<file path="src/rtl/mem_arbiter_if.sv">
// Fetch/data request ports and RAM port of mem_arbiter.
// slave = arbiter side, master = core and RAM side.
interface mem_arbiter_if;
  logic        i_req;
  logic [31:0] i_addr;
  logic        i_gnt;
  logic        i_valid;
  logic        i_err;
  logic        d_req;
  logic        d_wr;
  logic [2:0]  d_size;
  logic [31:0] d_addr;
  logic [31:0] d_wdata;
  logic        d_gnt;
  logic        d_valid;
  logic        d_err;
  logic [31:0] rdata;
  logic        mem_en;
  logic        mem_wr;
  logic [31:0] mem_addr;
  logic [2:0]  mem_size;
  logic [31:0] mem_wdata;
  logic [31:0] mem_rdata;

  modport slave (
    input  i_req, i_addr,
    input  d_req, d_wr, d_size, d_addr, d_wdata,
    input  mem_rdata,
    output i_gnt, i_valid, i_err,
    output d_gnt, d_valid, d_err, rdata,
    output mem_en, mem_wr, mem_addr,
    output mem_size, mem_wdata
  );

  modport master (
    output i_req, i_addr,
    output d_req, d_wr, d_size, d_addr, d_wdata,
    output mem_rdata,
    input  i_gnt, i_valid, i_err,
    input  d_gnt, d_valid, d_err, rdata,
    input  mem_en, mem_wr, mem_addr,
    input  mem_size, mem_wdata
  );
endinterface

</file>
<file path="src/rtl/mem_arbiter.sv">
// Fetch/load-store arbiter onto a single 1-cycle RAM port.
// ARB_ROUND_ROBIN_EN: alternate on conflicts, else data always wins.
module mem_arbiter (
  input  logic         CLK,
  input  logic         RST_N,
  mem_arbiter_if.slave bus
);
  typedef enum logic [1:0] {
    IDLE,
    RESP_I,
    RESP_D
  } state_t;

  state_t      state_q;
  logic [31:0] addr_q;
  logic [2:0]  size_q;
  logic        err_q;
  logic        zero_q;
  logic        i_valid_q;
  logic        d_valid_q;
`ifdef ARB_ROUND_ROBIN_EN
  logic        last_d_q;
`endif

  logic idle;
  logic d_win;
  logic i_win;
  logic d_ok;
  logic d_mis;
  logic d_bad;
  logic i_bad;

  // Gating with RST_N keeps grants low while reset is held.
  assign idle = (state_q == IDLE) & RST_N;

  always_comb begin
    d_ok  = 1'b0;
    d_mis = 1'b0;
    unique case (bus.d_size)
      3'b000, 3'b100: d_ok = 1'b1;
      3'b001, 3'b101: begin
        d_ok  = 1'b1;
        d_mis = bus.d_addr[0];
      end
      3'b010: begin
        d_ok  = 1'b1;
        d_mis = |bus.d_addr[1:0];
      end
      default: ;
    endcase
  end

  assign d_bad = ~d_ok | d_mis;
  assign i_bad = |bus.i_addr[1:0];

`ifdef ARB_ROUND_ROBIN_EN
  assign d_win = idle & bus.d_req
               & (~bus.i_req | ~last_d_q);
`else
  assign d_win = idle & bus.d_req;
`endif
  assign i_win = idle & bus.i_req & ~d_win;

  assign bus.d_gnt = d_win;
  assign bus.i_gnt = i_win;

  assign bus.mem_en = (d_win & ~d_bad)
                    | (i_win & ~i_bad);
  assign bus.mem_wr = d_win & ~d_bad & bus.d_wr;
  assign bus.mem_wdata = d_win ? bus.d_wdata : '0;

  always_comb begin
    bus.mem_addr = addr_q;
    bus.mem_size = size_q;
    if (d_win) begin
      bus.mem_addr = bus.d_addr;
      bus.mem_size = bus.d_size;
    end else if (i_win) begin
      bus.mem_addr = bus.i_addr;
      bus.mem_size = 3'b010;
    end
  end

  assign bus.i_valid = i_valid_q;
  assign bus.d_valid = d_valid_q;
  assign bus.i_err   = i_valid_q & err_q;
  assign bus.d_err   = d_valid_q & err_q;
  assign bus.rdata   =
    ((i_valid_q | d_valid_q) & ~zero_q)
      ? bus.mem_rdata : '0;

  always_ff @(posedge CLK or negedge RST_N) begin
    if (!RST_N) begin
      state_q   <= IDLE;
      addr_q    <= '0;
      size_q    <= '0;
      err_q     <= 1'b0;
      zero_q    <= 1'b0;
      i_valid_q <= 1'b0;
      d_valid_q <= 1'b0;
`ifdef ARB_ROUND_ROBIN_EN
      last_d_q  <= 1'b0;
`endif
    end else begin
      i_valid_q <= 1'b0;
      d_valid_q <= 1'b0;
      unique case (state_q)
        IDLE: begin
          if (d_win) begin
            state_q   <= RESP_D;
            addr_q    <= bus.d_addr;
            size_q    <= bus.d_size;
            err_q     <= d_bad;
            zero_q    <= d_bad | bus.d_wr;
            d_valid_q <= 1'b1;
`ifdef ARB_ROUND_ROBIN_EN
            last_d_q  <= 1'b1;
`endif
          end else if (i_win) begin
            state_q   <= RESP_I;
            addr_q    <= bus.i_addr;
            size_q    <= 3'b010;
            err_q     <= i_bad;
            zero_q    <= i_bad;
            i_valid_q <= 1'b1;
`ifdef ARB_ROUND_ROBIN_EN
            last_d_q  <= 1'b0;
`endif
          end
        end
        RESP_I, RESP_D: state_q <= IDLE;
        default:        state_q <= IDLE;
      endcase
    end
  end
endmodule

</file>
<file path="src/flat_wrapper.sv">
// flat-port wrapper written by rule: the top's interface ports become plain ports
module mem_arbiter_flat 
  (CLK, RST_N, bus_i_req, bus_i_addr, bus_d_req, bus_d_wr, bus_d_size, bus_d_addr, bus_d_wdata, bus_mem_rdata, bus_i_gnt, bus_i_valid, bus_i_err, bus_d_gnt, bus_d_valid, bus_d_err, bus_rdata, bus_mem_en, bus_mem_wr, bus_mem_addr, bus_mem_size, bus_mem_wdata);
  mem_arbiter_if bus_i ();
  input  logic CLK;
  input  logic RST_N;
  input wire logic [$bits(bus_i.i_req)-1:0] bus_i_req;
  input wire logic [$bits(bus_i.i_addr)-1:0] bus_i_addr;
  input wire logic [$bits(bus_i.d_req)-1:0] bus_d_req;
  input wire logic [$bits(bus_i.d_wr)-1:0] bus_d_wr;
  input wire logic [$bits(bus_i.d_size)-1:0] bus_d_size;
  input wire logic [$bits(bus_i.d_addr)-1:0] bus_d_addr;
  input wire logic [$bits(bus_i.d_wdata)-1:0] bus_d_wdata;
  input wire logic [$bits(bus_i.mem_rdata)-1:0] bus_mem_rdata;
  output wire logic [$bits(bus_i.i_gnt)-1:0] bus_i_gnt;
  output wire logic [$bits(bus_i.i_valid)-1:0] bus_i_valid;
  output wire logic [$bits(bus_i.i_err)-1:0] bus_i_err;
  output wire logic [$bits(bus_i.d_gnt)-1:0] bus_d_gnt;
  output wire logic [$bits(bus_i.d_valid)-1:0] bus_d_valid;
  output wire logic [$bits(bus_i.d_err)-1:0] bus_d_err;
  output wire logic [$bits(bus_i.rdata)-1:0] bus_rdata;
  output wire logic [$bits(bus_i.mem_en)-1:0] bus_mem_en;
  output wire logic [$bits(bus_i.mem_wr)-1:0] bus_mem_wr;
  output wire logic [$bits(bus_i.mem_addr)-1:0] bus_mem_addr;
  output wire logic [$bits(bus_i.mem_size)-1:0] bus_mem_size;
  output wire logic [$bits(bus_i.mem_wdata)-1:0] bus_mem_wdata;
  assign bus_i.i_req = bus_i_req;
  assign bus_i.i_addr = bus_i_addr;
  assign bus_i.d_req = bus_d_req;
  assign bus_i.d_wr = bus_d_wr;
  assign bus_i.d_size = bus_d_size;
  assign bus_i.d_addr = bus_d_addr;
  assign bus_i.d_wdata = bus_d_wdata;
  assign bus_i.mem_rdata = bus_mem_rdata;
  assign bus_i_gnt = bus_i.i_gnt;
  assign bus_i_valid = bus_i.i_valid;
  assign bus_i_err = bus_i.i_err;
  assign bus_d_gnt = bus_i.d_gnt;
  assign bus_d_valid = bus_i.d_valid;
  assign bus_d_err = bus_i.d_err;
  assign bus_rdata = bus_i.rdata;
  assign bus_mem_en = bus_i.mem_en;
  assign bus_mem_wr = bus_i.mem_wr;
  assign bus_mem_addr = bus_i.mem_addr;
  assign bus_mem_size = bus_i.mem_size;
  assign bus_mem_wdata = bus_i.mem_wdata;
  mem_arbiter u_core (.CLK(CLK), .RST_N(RST_N), .bus(bus_i));
endmodule
</file>
<file path="config.mk">
export PLATFORM = sky130hd
export DESIGN_NAME = mem_arbiter_flat
export DESIGN_NICKNAME = d
export VERILOG_FILES = /design/src/rtl/mem_arbiter_if.sv /design/src/rtl/mem_arbiter.sv /design/src/flat_wrapper.sv
export SDC_FILE = /design/constraint.sdc
export NUM_CORES = 1
export LEC_CHECK = 0
export CAP_MARGIN = 20
export CORE_ASPECT_RATIO = 0.8
export CORE_MARGIN = 4
export CORE_UTILIZATION = 38
export CTS_BUF_LIST = sky130_fd_sc_hd__clkbuf_16
export CTS_CLUSTER_DIAMETER = 200
export CTS_CLUSTER_SIZE = 10
export DETAILED_ROUTE_END_ITERATION = 8
export DONT_BUFFER_PORTS = 1
export PLACE_DENSITY = 0.5
export SYNTH_ARGS = -nofsm -noshare
export SYNTH_HDL_FRONTEND = slang
export SYNTH_SLANG_ARGS = --single-unit
</file>
<file path="constraint.sdc">
create_clock -name CLK -period 2.4 [get_ports CLK]
set_clock_uncertainty 0.15 [all_clocks]
set_input_delay 0.48 -clock CLK [delete_from_list [all_inputs] [get_ports CLK]]
set_output_delay 0.48 -clock CLK [all_outputs]
set_load 0.02 [all_outputs]
</file>
Word-level counts from Yosys, hierarchy flattened --
Cells that the tools add are included.
Cells by class: equal/unequal tests 5, bitwise logic cells 19, multiplexer cells 19, reductions and logical operators 8
Operators with widths (number):
- 32-bit two-way mux | 4
- 1-bit AND | 10
- 1-bit two-way mux | 9
- 3-bit equality test, second input constant | 2
- 2-bit two-way mux | 3
- 3-bit two-way mux | 2
- 2-bit OR reduction | 3
- 1-bit NOT | 5
- 5-bit OR reduction | 1
- 1-bit bitwise OR | 4
- 3-bit by 1-bit equality test with 1-bit output, second input constant | 1
- 3-bit by 2-bit equality test with 1-bit output, second input constant | 1
- 3-bit logical NOT | 1
- 3-bit by 1-bit != test with 1-bit output, second input constant | 1
- 2-bit logical NOT | 1
- 1-bit one-hot mux with 2 select lines | 1
- 2-bit AND reduction | 1
- 2-bit nonzero test | 1
Word-level totals: register bits after elaboration 41, output and inout port bits 107

Logic depth before layout (Yosys ltp) --
Gate-level depths: netlist (run 1).
depth in word-level cells 8, mapped depth 5, depth with buffers taken out 3

Worst setup path before layout (run 1) --
Ideal clock, no wire load.
path kind input-to-output, start input port RST_N, end output port bus_mem_addr[28], data arrival time 1.756 ns, stages on the path 5, setup slack 0.014 ns, path buffers 2, cells stage by stage or3b_4 > or2_1 > buf_6 > buf_6 > a221o_1
On the way: cells in the longest elaborated chain, start to end 6, elaborated cells on any way between the ends 7, those cells by class mux (2); bitwise (5)
RTL lines:
- start: declaration | RTL line flat_wrapper.sv:6 | input logic RST_N;
- 1-bit AND * | RTL line mem_arbiter.sv:34 | assign idle = (state_q == IDLE) & RST_N;
- 1-bit AND | RTL line mem_arbiter.sv:60 | assign d_win = idle & bus.d_req;
- 1-bit NOT | RTL line mem_arbiter.sv:62 | assign i_win = idle & bus.i_req & ~d_win;
- 1-bit AND | RTL line mem_arbiter.sv:62
- 32-bit two-way mux
- 32-bit two-way mux *
- end: declaration | RTL line flat_wrapper.sv:24 | output wire logic [$bits(bus_i.mem_addr)-1:0] bus_mem_addr;
Mark *: on every way between the ends. The rest lies on a longest branch, timed or not.

Worst setup path after layout (run 1) --
start register u_core.state_q[1], end output port bus_mem_addr[10]
On the way: cells in the longest elaborated chain, start to end 7, elaborated cells on any way between the ends 8, those cells by class mux (2); bitwise (5); reduce/logical (1)
RTL lines:
- start: declaration | RTL line mem_arbiter.sv:14 | state_t state_q;
- start signal: assignment | RTL line mem_arbiter.sv:94 | state_q <= IDLE;
- start signal: assignment | RTL line mem_arbiter.sv:110 | state_q <= RESP_D;
- start signal: assignment | RTL line mem_arbiter.sv:120 | state_q <= RESP_I;
- 2-bit logical NOT * | RTL line mem_arbiter.sv:34
- 1-bit AND * | RTL line mem_arbiter.sv:34
- 1-bit AND | RTL line mem_arbiter.sv:60
- 1-bit NOT | RTL line mem_arbiter.sv:62
- 1-bit AND | RTL line mem_arbiter.sv:62
- 32-bit two-way mux
- 32-bit two-way mux *
Marks and branches as above.

==> results.sh, run 1 <==
export IMPL_synth_cells=260
export IMPL_nNetsFinal=410
export IMPL_max_freq_mhz=383
export IMPL_synth_warnings=0
export IMPL_layout_min_cycle_time_ps=2610
export IMPL_power_density_nw_per_um2=682
export IMPL_hold_start="bus_d_req"
export IMPL_gr_total_overflow=0
export IMPL_seqPwrFrac_pct=39.1
export IMPL_maxCapViolations=0
export IMPL_pin_count=243
export IMPL_ys_seq_elements=41
export IMPL_clk_pin_slew_ps=50
export IMPL_post_dp_hpwl_um=5650
export IMPL_viasPerCell=6.17
export IMPL_io_buffers=0
export IMPL_yosys_area_top_type_share_pct=38.4
export IMPL_place_congestion=0.704
export IMPL_die_area_um2=8450
export IMPL_dp_cells=340
export IMPL_status="finished with violations"
export IMPL_post_route_util_pct=48.0
export IMPL_path_max_fanout=16
export IMPL_cts_tree="built"
export IMPL_ctsLongestPathBuffers=2
export IMPL_tightest_slew_ps=279
export IMPL_syn_nets=396
export IMPL_clkPwrFrac_pct=27.7
export IMPL_yosysSeqAreaShare_pct=38.4
export IMPL_clkSinkCount=41
export IMPL_ant_nets=0
export IMPL_drtPass1Iterations=4
export IMPL_core_area_um2=6860
export IMPL_synth_edf_count=0
export IMPL_htree_levels=2
export IMPL_whs_ps=120
export IMPL_grt_pass1_wl_um=11500
export IMPL_die_h_um=83.0
export IMPL_yosysTopAreaCell="dfrtp_1"
export IMPL_hold_viol=0
export IMPL_drive_above_1_share_pct=17.8
export IMPL_fin_cells=362
export IMPL_startpoint="u_core.state_q[1]$_DFFE_PN0P_"
export IMPL_drc=0
export IMPL_numCtsBuffers=5
export IMPL_power_switching_uw=746
export IMPL_start_util_pct=39.0
export IMPL_fin_crit_sh_pct=109
export IMPL_worstSetupPathType="flop to output port"
export IMPL_routedWlPerCell_um=22.7
export IMPL_vias=2234
export IMPL_grt_max_degree=42
export IMPL_die_w_um=102
export IMPL_violations="negative setup slack"
export IMPL_ys_flop_type="dfrtp_1"
export IMPL_p_sw_share_pct=33.2
export IMPL_reg2reg_from="u_core.state_q[1]$_DFFE_PN0P_"
export IMPL_worst_hold_path_type="primary input to flop"
export IMPL_crit_required_ps=1770
export IMPL_synth_area_leaders="dfrtp_1, a221o_1, and2_1"
export IMPL_p_comb_share_pct=33.2
export IMPL_n_antenna_cell=0
export IMPL_internal_power_uw=1500
export IMPL_ys_types=24
export IMPL_cellLeakagePower_uw=0.00144
export IMPL_cts_root_buf="clkbuf_16"
export IMPL_tns_ps=-6610
export IMPL_syn_to_final_growth_pct=23.1
export IMPL_start_kind="flop"
export IMPL_routed_wl_um=8230
export IMPL_setup_viol=37
export IMPL_max_slew_margin_rel_pct=81.2
export IMPL_syn_area_um2=2680
export IMPL_clk_latency_ps=270
export IMPL_async_reset_ff_share_pct=100
export IMPL_track_usage_pct=17.1
export IMPL_grt_pass1_vias=2122
export IMPL_placementRows=27
export IMPL_initialDrtViolationCount=122
export IMPL_grt_setup_unrepaired="true"
export IMPL_antenna_found_initial=0
export IMPL_crit_arrival_ps=1980
export IMPL_avgSynthCellArea_um2=10.3
export IMPL_setup_slack_ps=-212
export IMPL_cp_end_kind="output port"
export IMPL_worst_ir_drop_vdd_mv=0.314
export IMPL_drv_slew=0
==> metrics by stage <==
step	worst slack (ps)	total power (µW)	area, µm²
detailed placement	-67.2	1540	2830
global placement	-46.2	1540	2830
finish	-212	2240	3290
global route	-269	2370	3290
floorplan	14.2	1440	2680
CTS	-222	2260	3230
==> worst paths after layout <==
path                                                       to  slack (ps)  cells after the start
worst max-delay path                         bus_mem_addr[10]        -210                      4
max in group asynchronous       u_core.addr_q[26]$_DFFE_PN0N_        1390                      2
worst min-delay path            u_core.state_q[0]$_DFFE_PN0P_         120                      1
worst max register to register  u_core.addr_q[25]$_DFFE_PN0N_         320                      9
worst min register to register  u_core.addr_q[20]$_DFFE_PN0N_         360                      1
min in group asynchronous        u_core.addr_q[9]$_DFFE_PN0N_         510                      2
==> final cells by class <==
class / count / area [µm²]
Clock inverter: 3 / 13.8
Multi-Input combinational cell: 192 / 1530
Tap cell: 87 / 109
Fill cell: 632 / 3560
Clock buffer: 5 / 125
Timing Repair Buffer: 33 / 485
Sequential cell: 41 / 1030
Inverter: 1 / 3.75
==> registers in the layout, indices dropped and copies added, names as in the netlist <==
signal	flops
u_core.addr_q	32
u_core.bus.i_valid	1
u_core.size_q	3
u_core.state_q	2
u_core.err_q	1
u_core.zero_q	1
u_core.bus.d_valid	1
==> timing repair <==
item,4_1_cts,5_1_grt
gates resized for setup,21,3
pin swaps,23,18
hold buffers,2,0
cloned,4,3
hold endpoints to repair,41,0
endpoints found under the setup margin,37,38
buffers inserted,5,1
==> metal layers <==
metal  track usage, %  part of all wire, %  wire length [µm]
met1             25.8                   44              3610
met5                0                    0                 0
met4             3.62                 0.56                46
met3             4.03                  9.4               772
met2             24.6                   46              3810
==> power by group through the flow <==
stage / sequential (µW) / combinational [µW] / clock [µW]
after global routing: 890 / 796 / 686
final: 878 / 745 / 622
after floorplan: 864 / 576 / 0
after detailed placement: 880 / 660 / 0
after CTS: 874 / 738 / 645
after global placement: 886 / 656 / 0
==> worst max-delay path: stages, from the launching register on <==
cell       delay (ps)
dfrtp_1           370
or3b_4            400
or2_4             330
clkbuf_16         210
a221o_1           390
==> layout by cell type, fill, tap and decap left out, drive strengths merged, types with 3 or more instances in the layout <==
cell type   n
nor2        4
a22o        4
dfrtp      41
a21o        3
buf        28
and2       99
a221o      65
nor3b       3
clkbuf      8
==> synthesized netlist by cell type, types with 2 or more instances <==
cell type	count
a21o_1	3
a21oi_1	2
a221o_1	65
a22o_1	4
and2_1	99
buf_2	8
buf_6	8
clkbuf_1	10
dfrtp_1	41
nor2_1	4
nor3b_1	2
nor4bb_1	2
==> cell families after synthesis <==
kind of cell | share of synthesized area (%)
AO/OA/AOI/OAI | 27.6
AND/OR/NAND/NOR | 27.6
buffers and inverters | 6.41
flip-flops | 38.4
(Power assumes the default switching activity.)
==> run 2: changes to the inputs <==
--- a/config.mk
+++ b/config.mk
@@ -9,7 +9,7 @@
 export CORE_ASPECT_RATIO = 0.8
 export CORE_MARGIN = 4
 export CORE_UTILIZATION = 38
-export CTS_BUF_LIST = sky130_fd_sc_hd__clkbuf_16
+export CTS_BUF_LIST = sky130_fd_sc_hd__clkbuf_8
 export CTS_CLUSTER_DIAMETER = 200
 export CTS_CLUSTER_SIZE = 10
 export DETAILED_ROUTE_END_ITERATION = 8
==> constraint.sdc (replaced) <==
create_clock -name CLK -period 3.3 [get_ports CLK]
set_clock_uncertainty 0.15 [all_clocks]
set_input_delay 0.66 -clock CLK [delete_from_list [all_inputs] [get_ports CLK]]
set_output_delay 0.66 -clock CLK [all_outputs]
set_load 0.02 [all_outputs]
==> results.sh, run 2 (synthesized netlist as in run 1, its figures left out) <==
export IMPL_grt_pass1_wl_um=10100
export IMPL_grt_setup_unrepaired="false"
export IMPL_cts_tree="built"
export IMPL_power_switching_uw=498
export IMPL_clk_pin_slew_ps=80
export IMPL_top_regs="u_core.addr_q (32), u_core.size_q (3), u_core.state_q (2)"
export IMPL_die_w_um=102
export IMPL_core_area_um2=6860
export IMPL_antenna_found_initial=0
export IMPL_track_usage_pct=14.8
export IMPL_drtPass1Iterations=4
export IMPL_ctsLongestPathBuffers=2
export IMPL_internal_power_uw=1000
export IMPL_fin_crit_sh_pct=90.6
export IMPL_multi_input_area_um2=1480
export IMPL_setup_viol=0
export IMPL_crit_family="simple AND/OR/NAND/NOR gates"
export IMPL_drive_above_1_share_pct=7.97
export IMPL_clkSinkCount=41
export IMPL_regArea_um2=1030
export IMPL_final_area_um2=2830
export IMPL_drv_slew=0
export IMPL_die_area_um2=8450
export IMPL_routed_wl_um=7080
export IMPL_layout_cells_most_common_list="and2_1, a221o_1, dfrtp_1, buf_4, clkbuf_8"
export IMPL_postCtsSetupRepairBufs=0
export IMPL_tns_ps=0
export IMPL_crit_chain="or3b_4 > or2_2 > buf_4 > a221o_1"
export IMPL_start_kind="flop"
export IMPL_cts_root_buf="clkbuf_8"
export IMPL_p_comb_share_pct=30.8
export IMPL_hold_viol=0
export IMPL_htree_levels=2
export IMPL_cp_end_kind="output port"
export IMPL_post_route_util_pct=41.3
export IMPL_max_freq_mhz=334
export IMPL_maxCapViolations=0
export IMPL_placementRows=27
export IMPL_clk_latency_ps=280
export IMPL_ant_nets=0
export IMPL_fillCellCount=678
export IMPL_numCtsBuffers=5
export IMPL_viasPerCell=6.14
export IMPL_routedWlPerCell_um=21.0
export IMPL_place_congestion=0.711
export IMPL_io_buffers=0
export IMPL_nNetsFinal=386
export IMPL_grt_pass1_vias=1933
export IMPL_worst_path_buf_inv=1
export IMPL_cts_resized=0
export IMPL_initialDrtViolationCount=70
export IMPL_worst_hold_path_type="primary input to asynchronous set/reset pin"
export IMPL_crit_arrival_ps=2180
export IMPL_p_sw_share_pct=33.2
export IMPL_regMostFlops="u_core.addr_q"
export IMPL_largest_reg_flops=32
export IMPL_layout_commonest_cell="and2_1"
export IMPL_n_antenna_cell=0
export IMPL_placed_area_um2=2700
export IMPL_path_max_fanout=40
export IMPL_critPathSlowestCell="or3b_4"
export IMPL_start_util_pct=39.0
export IMPL_grt_max_degree=42
export IMPL_die_h_um=83.0
export IMPL_layout_min_cycle_time_ps=2990
export IMPL_max_slew_margin_rel_pct=72.2
export IMPL_worst_ir_drop_vdd_mv=0.206
export IMPL_drc=0
export IMPL_seqPwrFrac_pct=42.4
export IMPL_power_density_nw_per_um2=529
export IMPL_pin_count=243
export IMPL_status="finished clean"
export IMPL_worstSetupPathType="flop to output port"
export IMPL_max_stage_delay_ps=450
export IMPL_vias=2076
export IMPL_tightest_slew_ps=414
export IMPL_post_dp_hpwl_um=5430
export IMPL_clkPwrFrac_pct=26.8
export IMPL_cellLeakagePower_uw=0.00122
export IMPL_syn_to_final_growth_pct=5.85
export IMPL_crit_required_ps=2490
export IMPL_gr_total_overflow=0
export IMPL_hold_buffers=1
[run 2: cell count changes in the layout (fill, tap and decap cells not counted), sizes merged]
| cell | before | now |
|---|---|---|
| bufbuf | 1 | 0 |
| clkbuf | 8 | 6 |
| buf | 28 | 9 |
| bufinv | 0 | 1 |
| dlygate4sd3 | 1 | 0 |
| clkinv | 2 | 0 |
[run 2: power groups by stage]
stage	registers, µW	clock network (µW)	logic, µW
global route	645	439	496
global placement	649	0	451
detailed placement	640	0	456
CTS	634	421	468
finish	636	401	462
floorplan	629	0	419
[run 2: cell type report]
| type | instances | area share, % |
|---|---|---|
| clock inverters | 2 | 1.19 |
| repair buffers | 9 | 3.27 |
| clock buffers | 6 | 2.92 |
| inverters | 1 | 0.133 |
| flip-flops and latches | 41 | 36.2 |
| well taps | 87 | 3.84 |
| multi-input cells | 192 | 52.4 |
[run 2: worst paths after layout]
path,cells after the start,to,start,slack (ps)
min reg2reg,1,u_core.state_q[1]$_DFFE_PN0P_,u_core.state_q[0]$_DFFE_PN0P_,330
min,1,u_core.addr_q[4]$_DFFE_PN0N_,RST_N,70
min in group CLK,1,u_core.state_q[0]$_DFFE_PN0P_,bus_d_req,290
max,4,bus_mem_addr[6],u_core.state_q[1]$_DFFE_PN0P_,310
max in group asynchronous,1,u_core.size_q[1]$_DFFE_PN0N_,RST_N,2740
max reg2reg,4,u_core.addr_q[6]$_DFFE_PN0N_,u_core.state_q[1]$_DFFE_PN0P_,1220
[run 2: metal layers]
layer | routed length [µm] | global-route usage (%)
met2 | 3200 | 21.0
met5 | 0 | 0
met3 | 763 | 4.37
met4 | 27 | 2.54
met1 | 3090 | 22.4
[run 2: through the flow]
step | setup slack [ps] | cells | hold WS, ps | power [µW]
6_report | 309 | 338 | 68.8 | 1500
2_1_floorplan | 554 | 260 | 214 | 1050
3_3_place_gp | 411 | 329 | 216 | 1100
4_1_cts | 309 | 338 | 64.0 | 1520
5_1_grt | 221 | 338 | 65.9 | 1580
3_5_place_dp | 397 | 329 | 216 | 1100
==> run 3: changes to the inputs <==
--- a/config.mk
+++ b/config.mk
@@ -14,7 +14,7 @@
 export CTS_CLUSTER_SIZE = 10
 export DETAILED_ROUTE_END_ITERATION = 8
 export DONT_BUFFER_PORTS = 1
-export PLACE_DENSITY = 0.5
+export PLACE_DENSITY = 0.52
 export SYNTH_ARGS = -nofsm -noshare
 export SYNTH_HDL_FRONTEND = slang
 export SYNTH_SLANG_ARGS = --single-unit
==> constraint.sdc (replaced) <==
create_clock -name CLK -period 2.5 [get_ports CLK]
set_clock_uncertainty 0.15 [all_clocks]
set_input_delay 0.5 -clock CLK [delete_from_list [all_inputs] [get_ports CLK]]
set_output_delay 0.5 -clock CLK [all_outputs]
set_load 0.02 [all_outputs]
==> results.sh, run 3 (synthesized netlist as in run 1, its figures left out) <==
export IMPL_syn_to_final_growth_pct=21.6
export IMPL_grt_pass1_wl_um=12700
export IMPL_setup_slack_ps=-158
export IMPL_post_dp_hpwl_um=5940
export IMPL_drc=0
export IMPL_cp_end_kind="output port"
export IMPL_critPathCapture="bus_mem_addr[22]"
export IMPL_ctsLongestPathBuffers=2
export IMPL_regMostFlops="u_core.addr_q"
export IMPL_crit_chain="or3b_4 > or2_4 > buf_12 > a221o_1"
export IMPL_worst_hold_path_type="primary input to flop"
export IMPL_grt_setup_unrepaired="true"
export IMPL_pin_count=243
export IMPL_antenna_found_initial=0
export IMPL_drv_slew=0
export IMPL_grt_max_degree=42
export IMPL_grt_pass1_vias=2235
export IMPL_track_usage_pct=19.5
export IMPL_start_util_pct=39.0
export IMPL_nNetsFinal=408
export IMPL_vias=2263
export IMPL_startpoint="u_core.state_q[1]$_DFFE_PN0P_"
export IMPL_cellLeakagePower_uw=0.00142
export IMPL_placementRows=27
export IMPL_largest_reg_flops=32
export IMPL_max_slew_margin_rel_pct=79.5
export IMPL_violations="negative setup slack"
export IMPL_drtPass1Iterations=4
export IMPL_path_max_fanout=16
export IMPL_power_density_nw_per_um2=643
export IMPL_layout_commonest_cell="and2_1"
export IMPL_status="finished with violations"
export IMPL_ant_nets=0
export IMPL_dpl_worst_slack_ps=-12.5
export IMPL_initialDrtViolationCount=101
export IMPL_r2r_setup_slack_ps=360
export IMPL_place_congestion=0.820
export IMPL_setup_viol=35
export IMPL_worstSetupPathType="flop to output port"
export IMPL_die_area_um2=8450
export IMPL_drive_above_1_share_pct=18.3
export IMPL_layout_min_cycle_time_ps=2660
export IMPL_maxCapViolations=0
export IMPL_final_area_um2=3250
export IMPL_io_buffers=0
export IMPL_routedWlPerCell_um=24.3
export IMPL_die_w_um=102
export IMPL_cts_tree="built"
export IMPL_placed_area_um2=2790
export IMPL_post_route_util_pct=47.4
export IMPL_clkSinkCount=41
export IMPL_tightest_slew_ps=310
export IMPL_max_freq_mhz=376
export IMPL_r2r_end="u_core.addr_q[27]$_DFFE_PN0N_"
export IMPL_cts_root_buf="clkbuf_8"
export IMPL_hold_viol=0
export IMPL_r2r_cells=5
export IMPL_n_antenna_cell=0
export IMPL_max_stage_delay_ps=430
export IMPL_worst_ir_drop_vdd_mv=0.339
export IMPL_clk_pin_slew_ps=90
export IMPL_numCtsBuffers=5
export IMPL_reg2reg_from="u_core.state_q[1]$_DFFE_PN0P_"
export IMPL_critPathSlowestCell="a221o_1"
export IMPL_layout_cells_most_common_list="and2_1, a221o_1, dfrtp_1, buf_4, buf_12"
export IMPL_crit_required_ps=1850
export IMPL_start_kind="flop"
export IMPL_whs_ps=113
export IMPL_tns_ps=-4410
export IMPL_htree_levels=2
export IMPL_routed_wl_um=8760
export IMPL_fin_crit_sh_pct=106
export IMPL_crit_arrival_ps=2010
export IMPL_core_area_um2=6860
export IMPL_top_regs="u_core.addr_q (32), u_core.size_q (3), u_core.state_q (2)"
export IMPL_clk_latency_ps=290
export IMPL_gr_total_overflow=0
export IMPL_viasPerCell=6.29
export IMPL_die_h_um=83.0
run 3: changes by cell type in the layout (fill, tap and decap cells not counted), moves of 2 or more:
cell	change
and2_2	+4
a22o_4	+2
buf_12	+6
a22o_1	-2
buf_4	+7
buf_6	+2
bufbuf_16	+2
buf_16	+4
and2_1	-4
run 3: area by class of cell:
| type | instances | area, µm² |
|---|---|---|
| Fill cell | 651 | 3600 |
| Multi-Input combinational cell | 192 | 1530 |
| Sequential cell | 41 | 1030 |
| Timing Repair Buffer | 31 | 473 |
| Tap cell | 87 | 109 |
| Clock buffer | 6 | 82.6 |
| Clock inverter | 2 | 33.8 |
| Inverter | 1 | 3.75 |
run 3: where the power goes:
group	total (µW)	internal, µW	switching (µW)	leakage, µW
logic	710	300	411	0.000848
clock network	537	322	216	0.0000626
registers	844	772	72.3	0.000509
run 3: worst min path at each step:
stage                                         to  slack [ps]  startpoint  depth (start not counted)
finish              u_core.bus.i_valid$_DFF_PN0_         110   bus_d_req                          1
global route        u_core.bus.i_valid$_DFF_PN0_          90   bus_d_req                          1
CTS                 u_core.bus.i_valid$_DFF_PN0_         110   bus_d_req                          1
detailed placement  u_core.addr_q[8]$_DFFE_PN0N_          60       RST_N                          0
global placement    u_core.addr_q[8]$_DFFE_PN0N_          60       RST_N                          0
floorplan           u_core.addr_q[0]$_DFFE_PN0N_          50       RST_N                          0
run 3: timing repair:
action,CTS,global route
gates resized for setup,17,6
hold buffers,2,0
setup endpoints to repair,36,41
buffers inserted,7,0
pin swaps,32,11
hold endpoints to repair,41,0
gates cloned,6,0
run 3: layer usage:
layer | part of all wire (%) | track usage (%) | up-vias
li1 | - | - | 1014
met1 | 46 | 30.7 | 1108
met2 | 44 | 26.8 | 139
met3 | 9.1 | 5.46 | 2
met4 | 0.30 | 2.54 | 0
met5 | 0 | 0 | -
run 3: critical path, delay by kind of cell, from the launching register on:
| kind | cells | cell delay (ps) |
|---|---|---|
| simple gates | 2 | 710 |
| compound gates | 1 | 430 |
| flops | 1 | 410 |
| buf+inv | 1 | 160 |
run 3: through the flow:
step | cells | power, µW
after floorplan | 260 | 1380
after global placement | 337 | 1480
after detailed placement | 337 | 1480
after CTS | 360 | 2110
after global routing | 360 | 2210
final | 360 | 2090
